### src/rtl/mcu_bus_pkg.sv
// Shared definitions for the FPGA-side initiator of the multiplexed address/data MCU bus.
// Widths, FSM state encoding and the address map of the FPGA target decoder.
package mcu_bus_pkg;

  localparam int ADDR_W = 19;
  localparam int DATA_W = 16;
  localparam int AHI_W  = ADDR_W - DATA_W;

  typedef enum logic [2:0] {
    ST_IDLE,
    ST_ADDR,
    ST_AHOLD,
    ST_DATA,
    ST_RECOV
  } bus_state_e;

  // Target decoder address map; DDS RAM is selected by A[18:15] alone.
  localparam logic [3:0]        DDS_RAM_BASE = 4'b1010;
  localparam logic [ADDR_W-1:0] FREQ_LO_ADDR = 19'h58400;
  localparam logic [ADDR_W-1:0] FREQ_HI_ADDR = 19'h58800;
  localparam logic [ADDR_W-1:0] FIFO_AD_ADDR = 19'h58001;
  localparam logic [ADDR_W-1:0] SPI_ADDR     = 19'h58002;

  function automatic logic is_dds_ram(input logic [ADDR_W-1:0] a);
    return a[ADDR_W-1:ADDR_W-4] == DDS_RAM_BASE;
  endfunction

endpackage

### src/rtl/mcu_bus_master_if.sv
// User request/ack handshake plus MCU bus pins of the bus initiator.
// The master modport is the initiator's view; slave is the user/target side.
interface mcu_bus_master_if;
  import mcu_bus_pkg::*;

  logic              req;
  logic              wr;
  logic [ADDR_W-1:0] addr;
  logic [DATA_W-1:0] wdata;
  logic              busy;
  logic              ack;
  logic [DATA_W-1:0] rdata;

  logic              ne;
  logic              nadv;
  logic              nwe;
  logic              noe;
  logic [AHI_W-1:0]  a_hi;
  logic [DATA_W-1:0] ad_out;
  logic              ad_oe;
  logic [DATA_W-1:0] ad_in;

  modport master (
    input  req, wr, addr, wdata, ad_in,
    output busy, ack, rdata, ne, nadv, nwe, noe, a_hi, ad_out, ad_oe
  );

  modport slave (
    output req, wr, addr, wdata, ad_in,
    input  busy, ack, rdata, ne, nadv, nwe, noe, a_hi, ad_out, ad_oe
  );

endinterface

### src/rtl/bus_phase_timer.sv
// Down-counter timing each bus phase: loaded with (cycles-1) on phase entry,
// the phase ends when it reads zero. It parks at zero rather than wrapping.
module bus_phase_timer #(
  parameter int CNT_W = 4
) (
  input  logic             clk,
  input  logic             rst_n,
  input  logic             load,
  input  logic [CNT_W-1:0] load_val,
  output logic             zero,
  output logic             one
);

  logic [CNT_W-1:0] cnt;

  always_ff @(posedge clk or negedge rst_n) begin
    if (!rst_n) begin
      cnt <= '0;
    end else if (load) begin
      cnt <= load_val;
    end else if (cnt != '0) begin
      cnt <= cnt - CNT_W'(1);
    end
  end

  assign zero = (cnt == '0);
  assign one  = (cnt == CNT_W'(1));

endmodule

### src/rtl/mcu_bus_master.sv
// MCU bus initiator: one REQ/ACK transaction at a time through ADDR, AHOLD, DATA, RECOV.
// Every output is a flop loaded from the next-state decode, so the pins never glitch.
module mcu_bus_master
  import mcu_bus_pkg::*;
#(
  parameter int ADDSET  = 2,
  parameter int ADDHLD  = 1,
  parameter int DATAST  = 4,
  parameter int BUSTURN = 1,
  parameter int CNT_W   = 4
) (
  input logic              clk,
  input logic              rst_n,
  mcu_bus_master_if.master bus
);

  localparam logic [CNT_W-1:0] ADDSET_LD  = CNT_W'(ADDSET - 1);
  localparam logic [CNT_W-1:0] ADDHLD_LD  = CNT_W'(ADDHLD - 1);
  localparam logic [CNT_W-1:0] DATAST_LD  = CNT_W'(DATAST - 1);
  localparam logic [CNT_W-1:0] BUSTURN_LD = CNT_W'(BUSTURN - 1);

  bus_state_e        state, state_d;
  logic              tmr_load, tmr_zero, tmr_one;
  logic [CNT_W-1:0]  tmr_val;

  logic              wr_q, wr_d;
  logic [DATA_W-1:0] wdata_q, wdata_d;
  logic              busy_q, busy_d, ack_q, ack_d;
  logic [DATA_W-1:0] rdata_q, rdata_d;
  logic              ne_q, ne_d, nadv_q, nadv_d, nwe_q, nwe_d, noe_q, noe_d;
  logic [AHI_W-1:0]  a_hi_q, a_hi_d;
  logic [DATA_W-1:0] ad_out_q, ad_out_d;
  logic              ad_oe_q, ad_oe_d;

  bus_phase_timer #(.CNT_W(CNT_W)) u_timer (
    .clk      (clk),
    .rst_n    (rst_n),
    .load     (tmr_load),
    .load_val (tmr_val),
    .zero     (tmr_zero),
    .one      (tmr_one)
  );

  always_ff @(posedge clk or negedge rst_n) begin
    if (!rst_n) begin
      state    <= ST_IDLE;
      wr_q     <= 1'b0;
      wdata_q  <= '0;
      busy_q   <= 1'b0;
      ack_q    <= 1'b0;
      rdata_q  <= '0;
      ne_q     <= 1'b1;
      nadv_q   <= 1'b1;
      nwe_q    <= 1'b1;
      noe_q    <= 1'b1;
      a_hi_q   <= '0;
      ad_out_q <= '0;
      ad_oe_q  <= 1'b0;
    end else begin
      state    <= state_d;
      wr_q     <= wr_d;
      wdata_q  <= wdata_d;
      busy_q   <= busy_d;
      ack_q    <= ack_d;
      rdata_q  <= rdata_d;
      ne_q     <= ne_d;
      nadv_q   <= nadv_d;
      nwe_q    <= nwe_d;
      noe_q    <= noe_d;
      a_hi_q   <= a_hi_d;
      ad_out_q <= ad_out_d;
      ad_oe_q  <= ad_oe_d;
    end
  end

  // Pin values are decided on the edge that enters a phase, so they hold for the whole phase.
  always_comb begin
    state_d  = state;
    tmr_load = 1'b0;
    tmr_val  = '0;
    wr_d     = wr_q;
    wdata_d  = wdata_q;
    busy_d   = busy_q;
    ack_d    = 1'b0;
    rdata_d  = rdata_q;
    ne_d     = ne_q;
    nadv_d   = nadv_q;
    nwe_d    = nwe_q;
    noe_d    = noe_q;
    a_hi_d   = a_hi_q;
    ad_out_d = ad_out_q;
    ad_oe_d  = ad_oe_q;

    case (state)
      ST_IDLE: begin
        if (bus.req) begin
          state_d  = ST_ADDR;
          tmr_load = 1'b1;
          tmr_val  = ADDSET_LD;
          wr_d     = bus.wr;
          wdata_d  = bus.wdata;
          busy_d   = 1'b1;
          ne_d     = 1'b0;
          nadv_d   = 1'b0;
          ad_oe_d  = 1'b1;
          ad_out_d = bus.addr[DATA_W-1:0];
          a_hi_d   = bus.addr[ADDR_W-1:DATA_W];
        end
      end
      ST_ADDR: begin
        if (tmr_zero) begin
          state_d  = ST_AHOLD;
          tmr_load = 1'b1;
          tmr_val  = ADDHLD_LD;
          nadv_d   = 1'b1;
        end
      end
      ST_AHOLD: begin
        if (tmr_zero) begin
          state_d  = ST_DATA;
          tmr_load = 1'b1;
          tmr_val  = DATAST_LD;
          if (wr_q) begin
            ad_out_d = wdata_q;
            ad_oe_d  = 1'b1;
            nwe_d    = 1'b0;
          end else begin
            ad_oe_d  = 1'b0;
            noe_d    = 1'b0;
          end
        end
      end
      ST_DATA: begin
        if (tmr_zero) begin
          state_d  = ST_RECOV;
          tmr_load = 1'b1;
          tmr_val  = BUSTURN_LD;
          ne_d     = 1'b1;
          nwe_d    = 1'b1;
          noe_d    = 1'b1;
          ad_oe_d  = wr_q;
          ack_d    = (BUSTURN == 1);
          if (!wr_q) begin
            rdata_d = bus.ad_in;
          end
        end
      end
      ST_RECOV: begin
        // ACK is registered, so it is raised one edge before the final recovery cycle.
        if (tmr_zero) begin
          state_d = ST_IDLE;
          busy_d  = 1'b0;
          ad_oe_d = 1'b0;
        end else begin
          ack_d   = tmr_one;
        end
      end
      default: begin
        state_d = ST_IDLE;
      end
    endcase
  end

  assign bus.busy   = busy_q;
  assign bus.ack    = ack_q;
  assign bus.rdata  = rdata_q;
  assign bus.ne     = ne_q;
  assign bus.nadv   = nadv_q;
  assign bus.nwe    = nwe_q;
  assign bus.noe    = noe_q;
  assign bus.a_hi   = a_hi_q;
  assign bus.ad_out = ad_out_q;
  assign bus.ad_oe  = ad_oe_q;

endmodule

### src/flat_wrapper.sv
// flat-port wrapper written by rule: the top's interface ports become plain ports
module mcu_bus_master_flat import mcu_bus_pkg::*;
#(
  parameter int ADDSET  = 2,
  parameter int ADDHLD  = 1,
  parameter int DATAST  = 4,
  parameter int BUSTURN = 1,
  parameter int CNT_W   = 4
)
  (clk, rst_n, bus_req, bus_wr, bus_addr, bus_wdata, bus_ad_in, bus_busy, bus_ack, bus_rdata, bus_ne, bus_nadv, bus_nwe, bus_noe, bus_a_hi, bus_ad_out, bus_ad_oe);
  mcu_bus_master_if bus_i ();
  input logic clk;
  input logic rst_n;
  input wire logic [$bits(bus_i.req)-1:0] bus_req;
  input wire logic [$bits(bus_i.wr)-1:0] bus_wr;
  input wire logic [$bits(bus_i.addr)-1:0] bus_addr;
  input wire logic [$bits(bus_i.wdata)-1:0] bus_wdata;
  input wire logic [$bits(bus_i.ad_in)-1:0] bus_ad_in;
  output wire logic [$bits(bus_i.busy)-1:0] bus_busy;
  output wire logic [$bits(bus_i.ack)-1:0] bus_ack;
  output wire logic [$bits(bus_i.rdata)-1:0] bus_rdata;
  output wire logic [$bits(bus_i.ne)-1:0] bus_ne;
  output wire logic [$bits(bus_i.nadv)-1:0] bus_nadv;
  output wire logic [$bits(bus_i.nwe)-1:0] bus_nwe;
  output wire logic [$bits(bus_i.noe)-1:0] bus_noe;
  output wire logic [$bits(bus_i.a_hi)-1:0] bus_a_hi;
  output wire logic [$bits(bus_i.ad_out)-1:0] bus_ad_out;
  output wire logic [$bits(bus_i.ad_oe)-1:0] bus_ad_oe;
  assign bus_i.req = bus_req;
  assign bus_i.wr = bus_wr;
  assign bus_i.addr = bus_addr;
  assign bus_i.wdata = bus_wdata;
  assign bus_i.ad_in = bus_ad_in;
  assign bus_busy = bus_i.busy;
  assign bus_ack = bus_i.ack;
  assign bus_rdata = bus_i.rdata;
  assign bus_ne = bus_i.ne;
  assign bus_nadv = bus_i.nadv;
  assign bus_nwe = bus_i.nwe;
  assign bus_noe = bus_i.noe;
  assign bus_a_hi = bus_i.a_hi;
  assign bus_ad_out = bus_i.ad_out;
  assign bus_ad_oe = bus_i.ad_oe;
  mcu_bus_master #(.ADDSET(ADDSET), .ADDHLD(ADDHLD), .DATAST(DATAST), .BUSTURN(BUSTURN), .CNT_W(CNT_W)) u_core (.clk(clk), .rst_n(rst_n), .bus(bus_i));
endmodule
### config.mk
export PLATFORM = sky130hd
export DESIGN_NAME = mcu_bus_master_flat
export DESIGN_NICKNAME = d
export VERILOG_FILES = /design/src/rtl/mcu_bus_pkg.sv /design/src/rtl/mcu_bus_master_if.sv /design/src/rtl/bus_phase_timer.sv /design/src/rtl/mcu_bus_master.sv /design/src/flat_wrapper.sv
export SDC_FILE = /design/constraint.sdc
export NUM_CORES = 1
export LEC_CHECK = 0
export ABC_AREA = 1
export BUFFER_PORTS_ARGS = -buffer_cell sky130_fd_sc_hd__buf_2
export CORE_UTILIZATION = 40
export DETAILED_ROUTE_END_ITERATION = 10
export GPL_ROUTABILITY_DRIVEN = 0
export GPL_TIMING_DRIVEN = 0
export PLACE_DENSITY = 0.72
export SKIP_LAST_GASP = 1
export SYNTH_ARGS = -nofsm -noshare
export SYNTH_HDL_FRONTEND = slang
export SYNTH_HIERARCHICAL = 1
export SYNTH_SLANG_ARGS = --single-unit
### constraint.sdc
create_clock -name clk -period 2.5 [get_ports clk]
set_clock_uncertainty 0.05 [all_clocks]
set_input_delay 0.25 -clock clk [delete_from_list [all_inputs] [get_ports clk]]
set_output_delay 0.25 -clock clk [all_outputs]
set_load 0.01 [all_outputs]
==> results.py <==
metrics = {
    "critical_path": {
        "critPathMaxFanout": 10,
        "cp_slowest_stage_delay_ns": 0.40,
        "crit_slowest_cell": "sky130_fd_sc_hd__dfrtp_1",
        "crit_path_end_kind": "flip-flop",
        "startpoint_type": "flip-flop",
        "crit_top_cell": "sky130_fd_sc_hd__inv_1",
        "critical_path_class": "reg2reg",
        "cp_cell_sequence": "inv_1, ha_1, nand2_4, nor2_4, inv_1, o31ai_4, inv_2, or2_0, nand2_1, nor2_1",
        "worstPathRequired_ns": 2.68,
        "cp_data_arrival_time_ns": 2.44,
    },
    "floorplanning": {
        "std_cell_rows": 32,
        "die_w_microns": 90.9,
        "die_y_microns": 90.9,
        "num_io_pins": 97,
        "die_footprint_sq_um": 8260,
        "floorplan.core_area_sq_um": 7690,
        "floorplan.initialDensity_pct": 41.1,
    },
    "clocking": {
        "clk-insertion-delay-late_ns": 0.34,
        "path_clk_slew_ns": 0.07,
        "tritoncts": "built",
        "clockRootBuffer": "sky130_fd_sc_hd__clkbuf_8",
        "tritoncts_buffers": 9,
        "h_tree_lvls": 3,
        "cts_max_path_buffers": 2,
        "cts_num_sinks": 66,
    },
    "global_route": {
        "gr-total-overflow": 0,
        "grt_pass1_vias": 2643,
        "maximum_number_of_pins_on_one_net_before_global_route_repair": 67,
        "grtUsageMet2_pct": 29.9,
        "grt_first_pass_wirelength_microns": 11900,
        "grt_util_met1_pct": 23.2,
        "number_of_antenna_violations_at_the_first_check_in_global_routing": 0,
        "globalRouteMet3Util_pct": 5.13,
        "groute.usage.overall_pct": 18.3,
        "grt.busiest_layer": "met2",
    },
    "synth": {
        "synth_area_per_cell_sq_um": 8.59,
        "synthTopCellsByArea": "sky130_fd_sc_hd__dfrtp_1 (49%), sky130_fd_sc_hd__nand2_1 (15%), sky130_fd_sc_hd__inv_1 (5.2%)",
        "mappedNetlistArea_sq_um": 3160,
        "yosysWarningCount": 6,
        "synth_top_area_cell": "sky130_fd_sc_hd__dfrtp_1",
        "syn_inst": 368,
        "yosysSeqAreaShare_pct": 52.4,
        "synth-seq-cells": 66,
        "synth_cell_types": 29,
        "synthDominantCellAreaShare_pct": 49.1,
    },
    "placement": {
        "count_of_input_and_output_buffers": 96,
        "dp_hpwl_microns": 4980,
        "dpl.cell_count": 567,
    },
    "cells_and_area": {
        "area.growth.synth_to_final_pct": 26.4,
        "layout_common_cells": "sky130_fd_sc_hd__nand2_1 (124), sky130_fd_sc_hd__buf_2 (98), sky130_fd_sc_hd__dfrtp_1 (62)",
        "finish.net_count": 534,
        "drive_gt1_share_pct": 36.7,
        "postLayoutCoreUtil_pct": 51.9,
        "layout_commonest_cell": "sky130_fd_sc_hd__nand2_1",
        "filler_cell_count": 743,
        "finalNonFillerCells": 584,
        "insertedDiodeCount": 0,
    },
    "sta": {
        "timing.final.crit_share_pct": 90.4,
        "period_minus_slack_ns": 2.26,
        "hold_ws_ns": 0.0571,
        "fmaxAchievable_ghz": 0.443,
        "worst_rel_slew_slack_pct": 44.4,
        "hold_violations": 0,
        "final-setup-viol-count": 0,
        "grt_setup_unrepaired": "false",
        "timing_worst_slew_pin_value_ns": 0.834,
        "timing.final.max_slew_violations": 0,
    },
    "pwr": {
        "p_per_area_nw_per_um2": 1180,
        "p_seq_share_pct": 37.7,
        "power.ir.vdd_worst_uv": 469,
        "total_leakage_power_uw": 0.00220,
        "clock_power_share_pct": 18.7,
        "power.share.switching_pct": 40.3,
        "fin_total_pwr_uw": 4720,
        "cellInternalPower_uw": 2820,
        "pwr-share-comb_pct": 43.6,
        "p_switching_uw": 1900,
    },
    "drt": {
        "avgRoutedWirePerCell_microns": 12.0,
        "routed_via_count": 2677,
        "drcViolationCount": 0,
        "drt.antenna.violating_nets": 0,
        "drt-initial-drc-count": 89,
        "firstDrtPassIters": 4,
        "viasPerCell": 4.58,
        "routed_wirelength_microns": 7010,
    },
    "flow_run": {
        "max-cap-violations": 0,
    },
    "outcome": {
        "run_status": "complete, no violations",
    },
    "worst_hold_path": {
        "worstHoldPathType": "in2reg",
    },
}
-- metal layers --
| layer | share of wire [%] | up-vias |
|---|---|---|
| met3 | 5.0 | 11 |
| met4 | 1.2 | 0 |
| met5 | 0 | - |
| met1 | 46 | 1232 |
| li1 | - | 1360 |
| met2 | 47 | 74 |
-- cells in the mapped netlist (all sizes together) --
master / count
nand2: 143
dfrtp: 62
o21ai: 61
inv: 49
nor2: 14
buf: 12
nand3: 9
dfstp: 4
nand4: 3
or2: 3
ha: 2
o31ai: 2
a21oi: 1
clkbuf: 1
conb: 1
nand3b: 1
-- cell type report --
class / instances / area, sq um / share of cell area (%)
tap: 102 / 128 / 3.20
inverter: 49 / 186 / 4.67
timing repair buffer: 97 / 493 / 12.3
sequential: 66 / 1660 / 41.5
buffer: 13 / 109 / 2.73
clock buffer: 11 / 141 / 3.54
multi-input combinational: 241 / 1220 / 30.7
clock inverter: 5 / 53.8 / 1.35
-- sequential cells by signal (all words and copies together) (netlist names), 3 cells and up --
signal,flops
u_core/bus.a_hi,3
u_core/bus.ad_out,16
u_core/bus.rdata,16
u_core/state,3
u_core/u_timer/cnt,4
u_core/wdata_q,16
-- worst max-delay path: cells and delay by family, from the launching register on --
kind | cells | cell delay, ns
buffers and inverters | 3 | 0.48
adders and majority gates | 1 | 0.25
DFF | 1 | 0.40
AOI/OAI and AO/OA | 1 | 0.39
and+or+nand+nor | 5 | 0.58
-- through the flow --
stage | setup slack, ns | instance area (sq um) | setup TNS, ns
after floorplan | 0.361 | 3160 | 0
after global placement | 0.0482 | 3770 | 0
after detailed placement | -0.0440 | 3770 | -0.0808
after CTS | 0.131 | 3980 | 0
after global routing | 0.0772 | 3990 | 0
final | 0.241 | 3990 | 0
-- power by group through the flow --
| stage | Combinational (uW) | Clock [uW] | Sequential [uW] |
|---|---|---|---|
| after detailed placement | 2050 | 0 | 1800 |
| after CTS | 2070 | 914 | 1780 |
| after global routing | 2350 | 961 | 1830 |
| after floorplan | 1280 | 0 | 1900 |
| final | 2060 | 882 | 1780 |
| after global placement | 1990 | 0 | 1780 |
-- cells by family (layout without fill, tap and decap cells) --
kind of cell / count (synthesis) / in the layout / share of synthesized area [%]
AO/OA/AOI/OAI: 64 / 64 / 12.4
adder cells (fa/ha/maj): 2 / 2 / 0.792
buffers and inverters: 62 / 175 / 9.35
flip-flops: 66 / 66 / 52.4
other: 1 / 2 / 0.119
AND/OR/NAND/NOR: 173 / 173 / 24.9
-- path summary, 6_finish.rpt --
path                       cells past startpoint                  start                    end  slack, ns
min in group asynchronous                      2                  rst_n   u_core/bus.ad_out[4]       0.52
min                                            3           bus_addr[18]     u_core/bus.a_hi[2]       0.06
min reg2reg                                    2         u_core/bus.nwe         u_core/bus.nwe       0.42
max in group asynchronous                      2                  rst_n        u_core/bus.busy       1.34
max                                           10  u_core/u_timer/cnt[0]  u_core/u_timer/cnt[3]       0.24
max reg2reg                                   10  u_core/u_timer/cnt[0]  u_core/u_timer/cnt[3]       0.24
-- repair_timing --
item,CTS,global route
setup buffers,0,0
gates resized for setup,1,1
hold buffers,1,0
endpoints found under the hold margin,53,0
setup endpoints to repair,2,2
(Power assumes the default switching activity.)
